$ cat src/rtl/fft8_pkg.sv
// Shared definitions for the 8-point radix-2 DIT FFT sequencer: state codes,
// twiddle constants and the bit-reverse / butterfly-schedule helpers.
package fft8_pkg;

    localparam logic [1:0] ST_LOAD = 2'd0;
    localparam logic [1:0] ST_RUN  = 2'd1;
    localparam logic [1:0] ST_OUT  = 2'd2;

    localparam int C_SQRT2_2 = 23170;
    localparam int C_SHIFT   = 15;

    typedef struct packed {
        logic [2:0] top;
        logic [2:0] bot;
        logic [1:0] k;
    } sched_t;

    function automatic logic [2:0] bitrev3(input logic [2:0] v);
        return {v[0], v[1], v[2]};
    endfunction

    // Stage s, butterfly b -> in-place addresses and twiddle exponent of W8.
    function automatic sched_t schedule(input logic [1:0] s, input logic [1:0] b);
        sched_t     r;
        logic [2:0] span;
        logic [2:0] pos;
        logic [2:0] top;
        span  = 3'd1 << s;
        pos   = {1'b0, b} & (span - 3'd1);
        top   = (({1'b0, b} >> s) << (s + 2'd1)) + pos;
        r.top = top;
        r.bot = top + span;
        r.k   = 2'(pos << (2'd2 - s));
        return r;
    endfunction

endpackage

$ cat src/rtl/fft8_butterfly.sv
// Combinational radix-2 butterfly with W8^k twiddle, evaluated at WIDTH+1 bits
// and optionally halved on the way out.
module fft8_butterfly
    import fft8_pkg::*;
#(
    parameter int WIDTH = 16,
    parameter int SCALE = 1
) (
    input  logic [WIDTH-1:0] a_re,
    input  logic [WIDTH-1:0] a_im,
    input  logic [WIDTH-1:0] b_re,
    input  logic [WIDTH-1:0] b_im,
    input  logic [1:0]       k,
    output logic [WIDTH-1:0] top_re,
    output logic [WIDTH-1:0] top_im,
    output logic [WIDTH-1:0] bot_re,
    output logic [WIDTH-1:0] bot_im
);

    localparam int  W        = WIDTH + 1;
    localparam int  PW       = W + 16;
    localparam bit  SCALE_ON = (SCALE != 0);

    logic [W-1:0] ar;
    logic [W-1:0] ai;
    logic [W-1:0] x;
    logic [W-1:0] y;
    logic [W-1:0] wr;
    logic [W-1:0] wi;
    logic [W-1:0] top_re_w;
    logic [W-1:0] top_im_w;
    logic [W-1:0] bot_re_w;
    logic [W-1:0] bot_im_w;

    // The product is wide enough that the kept bits never see the fill bits,
    // so a logical shift here gives the same floored result as an arithmetic one.
    function automatic logic [W-1:0] mul_c(input logic [W-1:0] v);
        logic [PW-1:0] ext;
        ext = {{(PW - W){v[W-1]}}, v};
        return W'((ext * PW'(C_SQRT2_2)) >> C_SHIFT);
    endfunction

    assign ar = {a_re[WIDTH-1], a_re};
    assign ai = {a_im[WIDTH-1], a_im};
    assign x  = {b_re[WIDTH-1], b_re};
    assign y  = {b_im[WIDTH-1], b_im};

    always_comb begin
        wr = x;
        wi = y;
        case (k)
            2'd0: begin
                wr = x;
                wi = y;
            end
            2'd1: begin
                wr = mul_c(x + y);
                wi = mul_c(y - x);
            end
            2'd2: begin
                wr = y;
                wi = -x;
            end
            default: begin
                wr = mul_c(y - x);
                wi = mul_c(-x - y);
            end
        endcase
    end

    assign top_re_w = ar + wr;
    assign top_im_w = ai + wi;
    assign bot_re_w = ar - wr;
    assign bot_im_w = ai - wi;

    assign top_re = WIDTH'(SCALE_ON ? (top_re_w >> 1) : top_re_w);
    assign top_im = WIDTH'(SCALE_ON ? (top_im_w >> 1) : top_im_w);
    assign bot_re = WIDTH'(SCALE_ON ? (bot_re_w >> 1) : bot_re_w);
    assign bot_im = WIDTH'(SCALE_ON ? (bot_im_w >> 1) : bot_im_w);

endmodule

$ cat src/rtl/fft8_seq_ctrl.sv
// 8-point FFT sequencer: serial load into a bit-reversed buffer, 12 in-place
// butterflies on one shared datapath, then natural-order bin streaming.
module fft8_seq_ctrl
    import fft8_pkg::*;
#(
    parameter int WIDTH = 16,
    parameter int SCALE = 1
) (
    input  logic             clk,
    input  logic             rst,
    input  logic             in_valid,
    output logic             in_ready,
    input  logic [WIDTH-1:0] in_data,
    output logic             out_valid,
    input  logic             out_ready,
    output logic [WIDTH-1:0] out_re,
    output logic [WIDTH-1:0] out_im,
    output logic [2:0]       out_idx,
    output logic             busy,
    output logic             frame_done
);

    logic [1:0]       state_q;
    logic [1:0]       state_d;
    logic [2:0]       in_cnt_q;
    logic [2:0]       in_cnt_d;
    logic [3:0]       run_cnt_q;
    logic [3:0]       run_cnt_d;
    logic [2:0]       out_cnt_q;
    logic [2:0]       out_cnt_d;
    logic             frame_done_q;
    logic             frame_done_d;
    logic [WIDTH-1:0] buf_re_q [8];
    logic [WIDTH-1:0] buf_re_d [8];
    logic [WIDTH-1:0] buf_im_q [8];
    logic [WIDTH-1:0] buf_im_d [8];

    sched_t           sch;
    logic [WIDTH-1:0] bf_top_re;
    logic [WIDTH-1:0] bf_top_im;
    logic [WIDTH-1:0] bf_bot_re;
    logic [WIDTH-1:0] bf_bot_im;

    // Run cycle c maps to stage c/4, butterfly c%4.
    assign sch = schedule(run_cnt_q[3:2], run_cnt_q[1:0]);

    fft8_butterfly #(
        .WIDTH(WIDTH),
        .SCALE(SCALE)
    ) u_butterfly (
        .a_re  (buf_re_q[sch.top]),
        .a_im  (buf_im_q[sch.top]),
        .b_re  (buf_re_q[sch.bot]),
        .b_im  (buf_im_q[sch.bot]),
        .k     (sch.k),
        .top_re(bf_top_re),
        .top_im(bf_top_im),
        .bot_re(bf_bot_re),
        .bot_im(bf_bot_im)
    );

    always_comb begin
        state_d      = state_q;
        in_cnt_d     = in_cnt_q;
        run_cnt_d    = run_cnt_q;
        out_cnt_d    = out_cnt_q;
        frame_done_d = 1'b0;
        for (int i = 0; i < 8; i++) begin
            buf_re_d[i] = buf_re_q[i];
            buf_im_d[i] = buf_im_q[i];
        end

        case (state_q)
            ST_LOAD: begin
                if (in_valid) begin
                    buf_re_d[bitrev3(in_cnt_q)] = in_data;
                    buf_im_d[bitrev3(in_cnt_q)] = '0;
                    in_cnt_d = in_cnt_q + 3'd1;
                    if (in_cnt_q == 3'd7) begin
                        state_d = ST_RUN;
                    end
                end
            end
            ST_RUN: begin
                buf_re_d[sch.top] = bf_top_re;
                buf_im_d[sch.top] = bf_top_im;
                buf_re_d[sch.bot] = bf_bot_re;
                buf_im_d[sch.bot] = bf_bot_im;
                if (run_cnt_q == 4'd11) begin
                    run_cnt_d = 4'd0;
                    state_d   = ST_OUT;
                end else begin
                    run_cnt_d = run_cnt_q + 4'd1;
                end
            end
            ST_OUT: begin
                if (out_ready) begin
                    out_cnt_d = out_cnt_q + 3'd1;
                    if (out_cnt_q == 3'd7) begin
                        state_d      = ST_LOAD;
                        frame_done_d = 1'b1;
                    end
                end
            end
            default: begin
                state_d = ST_LOAD;
            end
        endcase
    end

    always_ff @(posedge clk or posedge rst) begin
        if (rst) begin
            state_q      <= ST_LOAD;
            in_cnt_q     <= '0;
            run_cnt_q    <= '0;
            out_cnt_q    <= '0;
            frame_done_q <= 1'b0;
            for (int i = 0; i < 8; i++) begin
                buf_re_q[i] <= '0;
                buf_im_q[i] <= '0;
            end
        end else begin
            state_q      <= state_d;
            in_cnt_q     <= in_cnt_d;
            run_cnt_q    <= run_cnt_d;
            out_cnt_q    <= out_cnt_d;
            frame_done_q <= frame_done_d;
            for (int i = 0; i < 8; i++) begin
                buf_re_q[i] <= buf_re_d[i];
                buf_im_q[i] <= buf_im_d[i];
            end
        end
    end

    assign in_ready   = (state_q == ST_LOAD);
    assign out_valid  = (state_q == ST_OUT);
    assign busy       = (state_q == ST_RUN) || (state_q == ST_OUT);
    assign out_re     = buf_re_q[out_cnt_q];
    assign out_im     = buf_im_q[out_cnt_q];
    assign out_idx    = out_cnt_q;
    assign frame_done = frame_done_q;

endmodule

$ cat config.mk
export PLATFORM = sky130hd
export DESIGN_NAME = fft8_seq_ctrl
export DESIGN_NICKNAME = d
export VERILOG_FILES = /design/src/rtl/fft8_pkg.sv /design/src/rtl/fft8_butterfly.sv /design/src/rtl/fft8_seq_ctrl.sv
export SDC_FILE = /design/constraint.sdc
export NUM_CORES = 2
export LEC_CHECK = 0
export CELL_PAD_IN_SITES_DETAIL_PLACEMENT = 2
export CELL_PAD_IN_SITES_GLOBAL_PLACEMENT = 2
export CORE_MARGIN = 8
export CORE_UTILIZATION = 32
export CTS_BUF_LIST = sky130_fd_sc_hd__clkbuf_16
export CTS_CLUSTER_DIAMETER = 150
export DETAILED_ROUTE_END_ITERATION = 7
export PLACE_DENSITY = 0.77
export SKIP_CTS_REPAIR_TIMING = 1
export SYNTH_ARGS = -nofsm -noshare
export SYNTH_HDL_FRONTEND = slang
export SYNTH_HIERARCHICAL = 1
export SYNTH_SLANG_ARGS = --single-unit
$ cat constraint.sdc
create_clock -name clk -period 22.1 [get_ports clk]
set_input_delay 4.42 -clock clk [delete_from_list [all_inputs] [get_ports clk]]
set_output_delay 4.42 -clock clk [all_outputs]
set_load 0.01 [all_outputs]
Word level (Yosys, flattened, before mapping)

Cells that the tools add are included.
Widths: inputs -> output; s select.

Flip-flop bits (word level): 269
Input bits: 20
Output and inout port bits: 39
Word-level logic and storage cells: 126

Add/subtract/negate cells: 16
Multiply operators: 3
$lt $le $gt $ge: 7
Equal/unequal tests: 12
Shift operators: 4
Multiplexer cells: 45
Bitwise gates (word level): 7
Reductions and logical operators: 11

Operators with widths:

| cell                   | number |
|---|---|
| $bwmux 128             | 5 |
| $pmux 128 s2           | 2 |
| $bmux 16 s3            | 6 |
| $mux 128               | 2 |
| $mux 16                | 15 |
| $demux 16 s3           | 3 |
| $and 128x128->128      | 1 |
| $not 128->128          | 1 |
| $pmux 17 s3            | 2 |
| $mul 33x14->31 const B | 3 |
| $sub 17x17->17         | 3 |
| $add 17x17->17         | 2 |
| $add 16x16->17         | 1 |
| $neg 17->17            | 1 |
| $sub 16x16->17         | 1 |
| $ge 4x4->1 const B     | 4 |
| $not 3->4              | 4 |
| $lt 4x1->1 const B     | 3 |
| $mux 2                 | 5 |
| $add 3x1->3 const B    | 2 |
| $add 3x3->3            | 2 |
| $eq 3x3->1 const B     | 2 |
| $ne 2x1->1 const B     | 3 |
| $pmux 2 s3             | 1 |
| 21 further kinds       | 31 |

Depth between registers and ports, before layout

Depth in word-level cells: 17
Mapped depth: 67
Mapped depth without buffers: 61

Cells and area by module

Netlist, hierarchy kept.

By module, submodules not included:

| module         | times used | cells an instance | area an instance (um^2) | seq. area each (um^2) |
|---|---|---|---|---|
| fft8_seq_ctrl  | 1          | 2220              | 20719.9                 | 6731.5 |
| fft8_butterfly | 1          | 1983              | 16897.5                 | 0.0 |

Least setup slack after synthesis

Ideal clock, no wire load.

Path type: reg2reg
Start: register run_cnt_q[2]
End: register buf_im_q[28] (netlist bit)
Library setup time: 0.066 ns
Data arrival time: 15.752 ns
Required time: 22.034 ns
Setup slack: 6.282 ns
Stages on the path, launching flop included: 58
Path buffers: 8
Clock period less this slack: 15.818 ns
Cells stage by stage: dfrtp_1 > buf_2 > inv_1 > ha_1 > nor2_1 > and3_1 > ha_1 > inv_1 > fa_1 > clkinv_1 > clkbuf_1 > fa_1 > buf_2 > xor3_1 > nor3_2 > or2_1 > buf_2 > buf_6 > (+22 left out) > inv_1 > fa_1 > inv_1 > ha_1 > nand2_1 > a2111oi_1 > or3_1 > xor2_1 > mux4_2 > ha_1 > clkbuf_1 > inv_1 > a21oi_1 > nor2_1 > nor4_1 > nand2_1 > o22ai_1 > a22o_1

Elaborated cells on any way between the ends: 45
Classes of those cells: add/sub: 10; mul: 2; order compare: 4; eq/ne: 2; shift: 4; mux: 17; bitwise: 3; reduce/logical: 3

RTL lines:

| element                                    | RTL line                                   | text |
|---|---|---|
| start, declared                            | fft8_seq_ctrl.sv:27                        | `logic [3:0] run_cnt_q;` |
| start signal, assigned                     | fft8_seq_ctrl.sv:125                       | `run_cnt_q <= run_cnt_d;` |
| $shl 1x2->3                                | fft8_pkg.sv:28                             | `span = 3'd1 << s;` |
| $sub 3x1->3                                | fft8_pkg.sv:29                             | `pos = {1'b0, b} & (span - 3'd1);` |
| $and 2x3->3                                | fft8_pkg.sv:29                             |  |
| $add 3x3->3                                | fft8_pkg.sv:30                             | `top = (({1'b0, b} >> s) << (s + 2'd1)) + pos;` |
| $add 3x3->3                                | fft8_pkg.sv:32                             | `r.bot = top + span;` |
| $not 3->4 (not written as such)            | fft8_seq_ctrl.sv:53, fft8_seq_ctrl.sv:54   |  |
| $bmux 16 s3                                | fft8_seq_ctrl.sv:53                        | `.b_re (buf_re_q[sch.bot]),` |
| $mux 16 (not written as such) (2 in a row) | fft8_seq_ctrl.sv:53                        |  |
| $neg 17->17                                | fft8_butterfly.sv:62, fft8_butterfly.sv:66 |  |
| $sub 17x17->17                             | fft8_butterfly.sv:66                       | `wi = mul_c(-x - y);` |
| $mul 33x14->31                             | fft8_butterfly.sv:40                       | `return W'((ext * PW'(C_SQRT2_2)) >> C_SHIFT);` |
| $pmux 17 s3                                | fft8_butterfly.sv:51                       | `case (k)` |
| $sub 17x17->17 (*)                         | fft8_butterfly.sv:74                       | `assign bot_im_w = ai - wi;` |
| named net bf_bot_im[12]                    | fft8_seq_ctrl.sv:42                        | `logic [WIDTH-1:0] bf_bot_im;` |
| $bwmux 128 (*)                             | fft8_seq_ctrl.sv:88                        | `buf_im_d[sch.bot] = bf_bot_im;` |
| $pmux 128 s2 (*)                           | fft8_seq_ctrl.sv:73                        | `case (state_q)` |
| end signal, assigned by index              | fft8_seq_ctrl.sv:130                       | `buf_im_q[i] <= buf_im_d[i];` |
| end, declared                              | fft8_seq_ctrl.sv:35                        | `logic [WIDTH-1:0] buf_im_q [8];` |

Mark *: on every way through the listed nets, which the timed path passes. The rest lies on a longest branch. The select of a mux whose other input is x is not followed.
A chain may end at the register's enable or synchronous reset.

Worst setup path in the final report

Start: register run_cnt_q[2]
End: register buf_im_q[30] (netlist bit)

Same word-level chain as after synthesis.

==> run metrics <==
outcome complete, no violations; clock skew approximately 22 ps; Setup crit start kind flip-flop; wire per inst about 32 um; CP required between 20000 and 25000 ps; Clk Latency, worst-skew pair 570 ps; Post-synth EDFFs 0; Worst slew margin ~6.2%; number of global-route vias before repair between 30000 and 40000; Pre-Repair DR Iteration Count 5; Detail Placement HPWL 129000 um; Warnings, synthesis 6; cell with the most instances after synthesis ha_1; TNS Setup 0 ps; die width 359 um; worst-path maximum fanout 55; Area after DPL between 0.03 and 0.04 mm^2; final hold vios 0; IO buf count between 50 and 60; hold crit path type reg2reg; peak per-stage delay on the critical path roughly 800 ps; CTS tree done; syn nets roughly 4800; final instance area 0.0409 mm^2; ys async rst share 100%; initial DRC count 3534; Synth Register Bits 269; total grt overflow 0; IO Pins 59; DRC 0; final net count around 4700; Rows 125; Core Area 0.116 mm^2; placed cell count approximately 5600; vias per cell 6.53; CTS root buffer clkbuf_16; Syn Std Cell Area approximately 0.038 mm^2; Die H 359 um; RSZ-0062 raised after global routing false; CTS clk-pin slew, worst paths around 60 ps; Mapped Avg Cell Area 8.95 um^2; CP delay by family, top adder cells; CP Class reg2reg; cts bufs inserted 34; Yosys top cell area share around 18%; H-tree levels 2; Worst EP arrival approximately 19000 ps; Final Max Tran Viols 0; WL final ~180000 um; slowest CP cell xnor2_1; max_cap viols 0; first-pass GRT wire length 264000 um; Synth area leader dfrtp_1; die area around 0.13 mm^2; reg2reg setup slack approximately 3700 ps; CTS Sinks 269; Initial Utilization 32.3%; layout cell share with drive strength beyond 1 between 10% and 20%; hold slack 545 ps; final setup fails 0; crit path capture buf_im_q[30]$_DFFE_PP0P_; top_reg_cell synth dfrtp_1; Worst Tran Pin Value ~1400 ps; Non-Filler Instances about 5700; Worst path depth between 50 and 60; Crit. End Element flip-flop; register area share after synthesis between 10% and 20%; area grow syn2layout 8.71%; CP startpoint run_cnt_q[2]$_DFFE_PP0P_; Buf/Inv on CP 11; period utilization 83.1%; All-Layer GR Usage roughly a quarter; Max clock buf depth 3; initial antenna violation count 6; Synth area leaders dfrtp_1, ha_1, fa_1, mux4_2, mux2_2; Syn Inst Count roughly 4200; vias post-DR 36900; max frequency approximately 54 MHz; worst reg2reg path depth 58; Yosys cell types just over 100; Worst R2R End buf_im_q[30]$_DFFE_PP0P_; largest net degree at the start of global routing ~110; Routed Antenna Nets 0; gpl congestion between 0.9 and 1; fin crit period approximately 18000 ps; Commonest cells post-synth ha_1, inv_1, nand2_1; launch point of the worst reg-to-reg path run_cnt_q[2]$_DFFE_PP0P_
## layer usage
layer | global-route usage, % | part of all wire (%) | up-vias
met2 | 42.4 | 45 | 2010
li1 | - | - | 15300
met5 | 0 | 0.0039 | -
met3 | 5.47 | 9.4 | 594
met1 | 34.4 | 41 | 19100
met4 | 11.7 | 5.3 | 2
## worst min path at each step
stage,startpoint,end,slack [ps],cells past startpoint
after CTS,in_cnt_q[0]$_DFFE_PP0P_,in_cnt_q[0]$_DFFE_PP0P_,540,1
after detailed placement,buf_im_q[115]$_DFFE_PP0P_,buf_im_q[115]$_DFFE_PP0P_,540,1
after global placement,buf_re_q[53]$_DFFE_PP0P_,buf_re_q[53]$_DFFE_PP0P_,520,2
after floorplan,buf_re_q[27]$_DFFE_PP0P_,buf_re_q[27]$_DFFE_PP0P_,480,2
after global routing,buf_im_q[115]$_DFFE_PP0P_,buf_im_q[115]$_DFFE_PP0P_,570,1
final,in_cnt_q[0]$_DFFE_PP0P_,in_cnt_q[0]$_DFFE_PP0P_,540,1
## through the flow
step	setup slack, ps	util (%)
after global routing	3090	35.1
final	3730	35.1
after CTS	4080	35.1
after global placement	4830	34.3
after floorplan	6280	-
after detailed placement	4230	34.3
## cell type report
class	instances	area, um^2
antenna	2	5.00
fill	13000	75500
multi-input combinational	3279	28500
clock inverter	17	86.3
sequential	269	6740
timing repair buffer	147	1250
inverter	380	1430
clock buffer	37	926
tap	1524	1910
## flip-flops by register name, indices dropped and copies added, names as in the netlist
register / flops
run_cnt_q: 4
buf_im_q: 128
out_idx: 3
frame_done: 1
state_q: 2
buf_re_q: 128
in_cnt_q: 3
## cell usage in the layout, fill, tap and decap left out, drive strengths merged, types with 77 or more instances in the layout
cell   count
a21oi    195
a22o     102
nand3    122
mux2     145
xnor2    132
o22ai    116
a31oi     97
ha       398
and3     107
fa       191
mux2i     80
buf       89
o21ai    151
inv      379
nand2    341
nor2     207
dfrtp    269
a22oi     77
mux4     100
## cells by family (layout without fill, tap and decap cells)
group	Yosys count	after routing	share of synthesized area [%]
other	0	2	0
xor gates and xnor gates	203	203	5.07
DFF	269	269	17.9
buffers and inverters	655	581	6.85
adders and majority gates	589	589	23.4
and+or+nand+nor	1025	1025	13.1
AOI/OAI and AO/OA	1137	1137	21.3
muxes	325	325	12.5
Power is left out: the tool's default activity adds up to more than one toggle a clock period on the data nets, which glitch-free logic cannot reach.
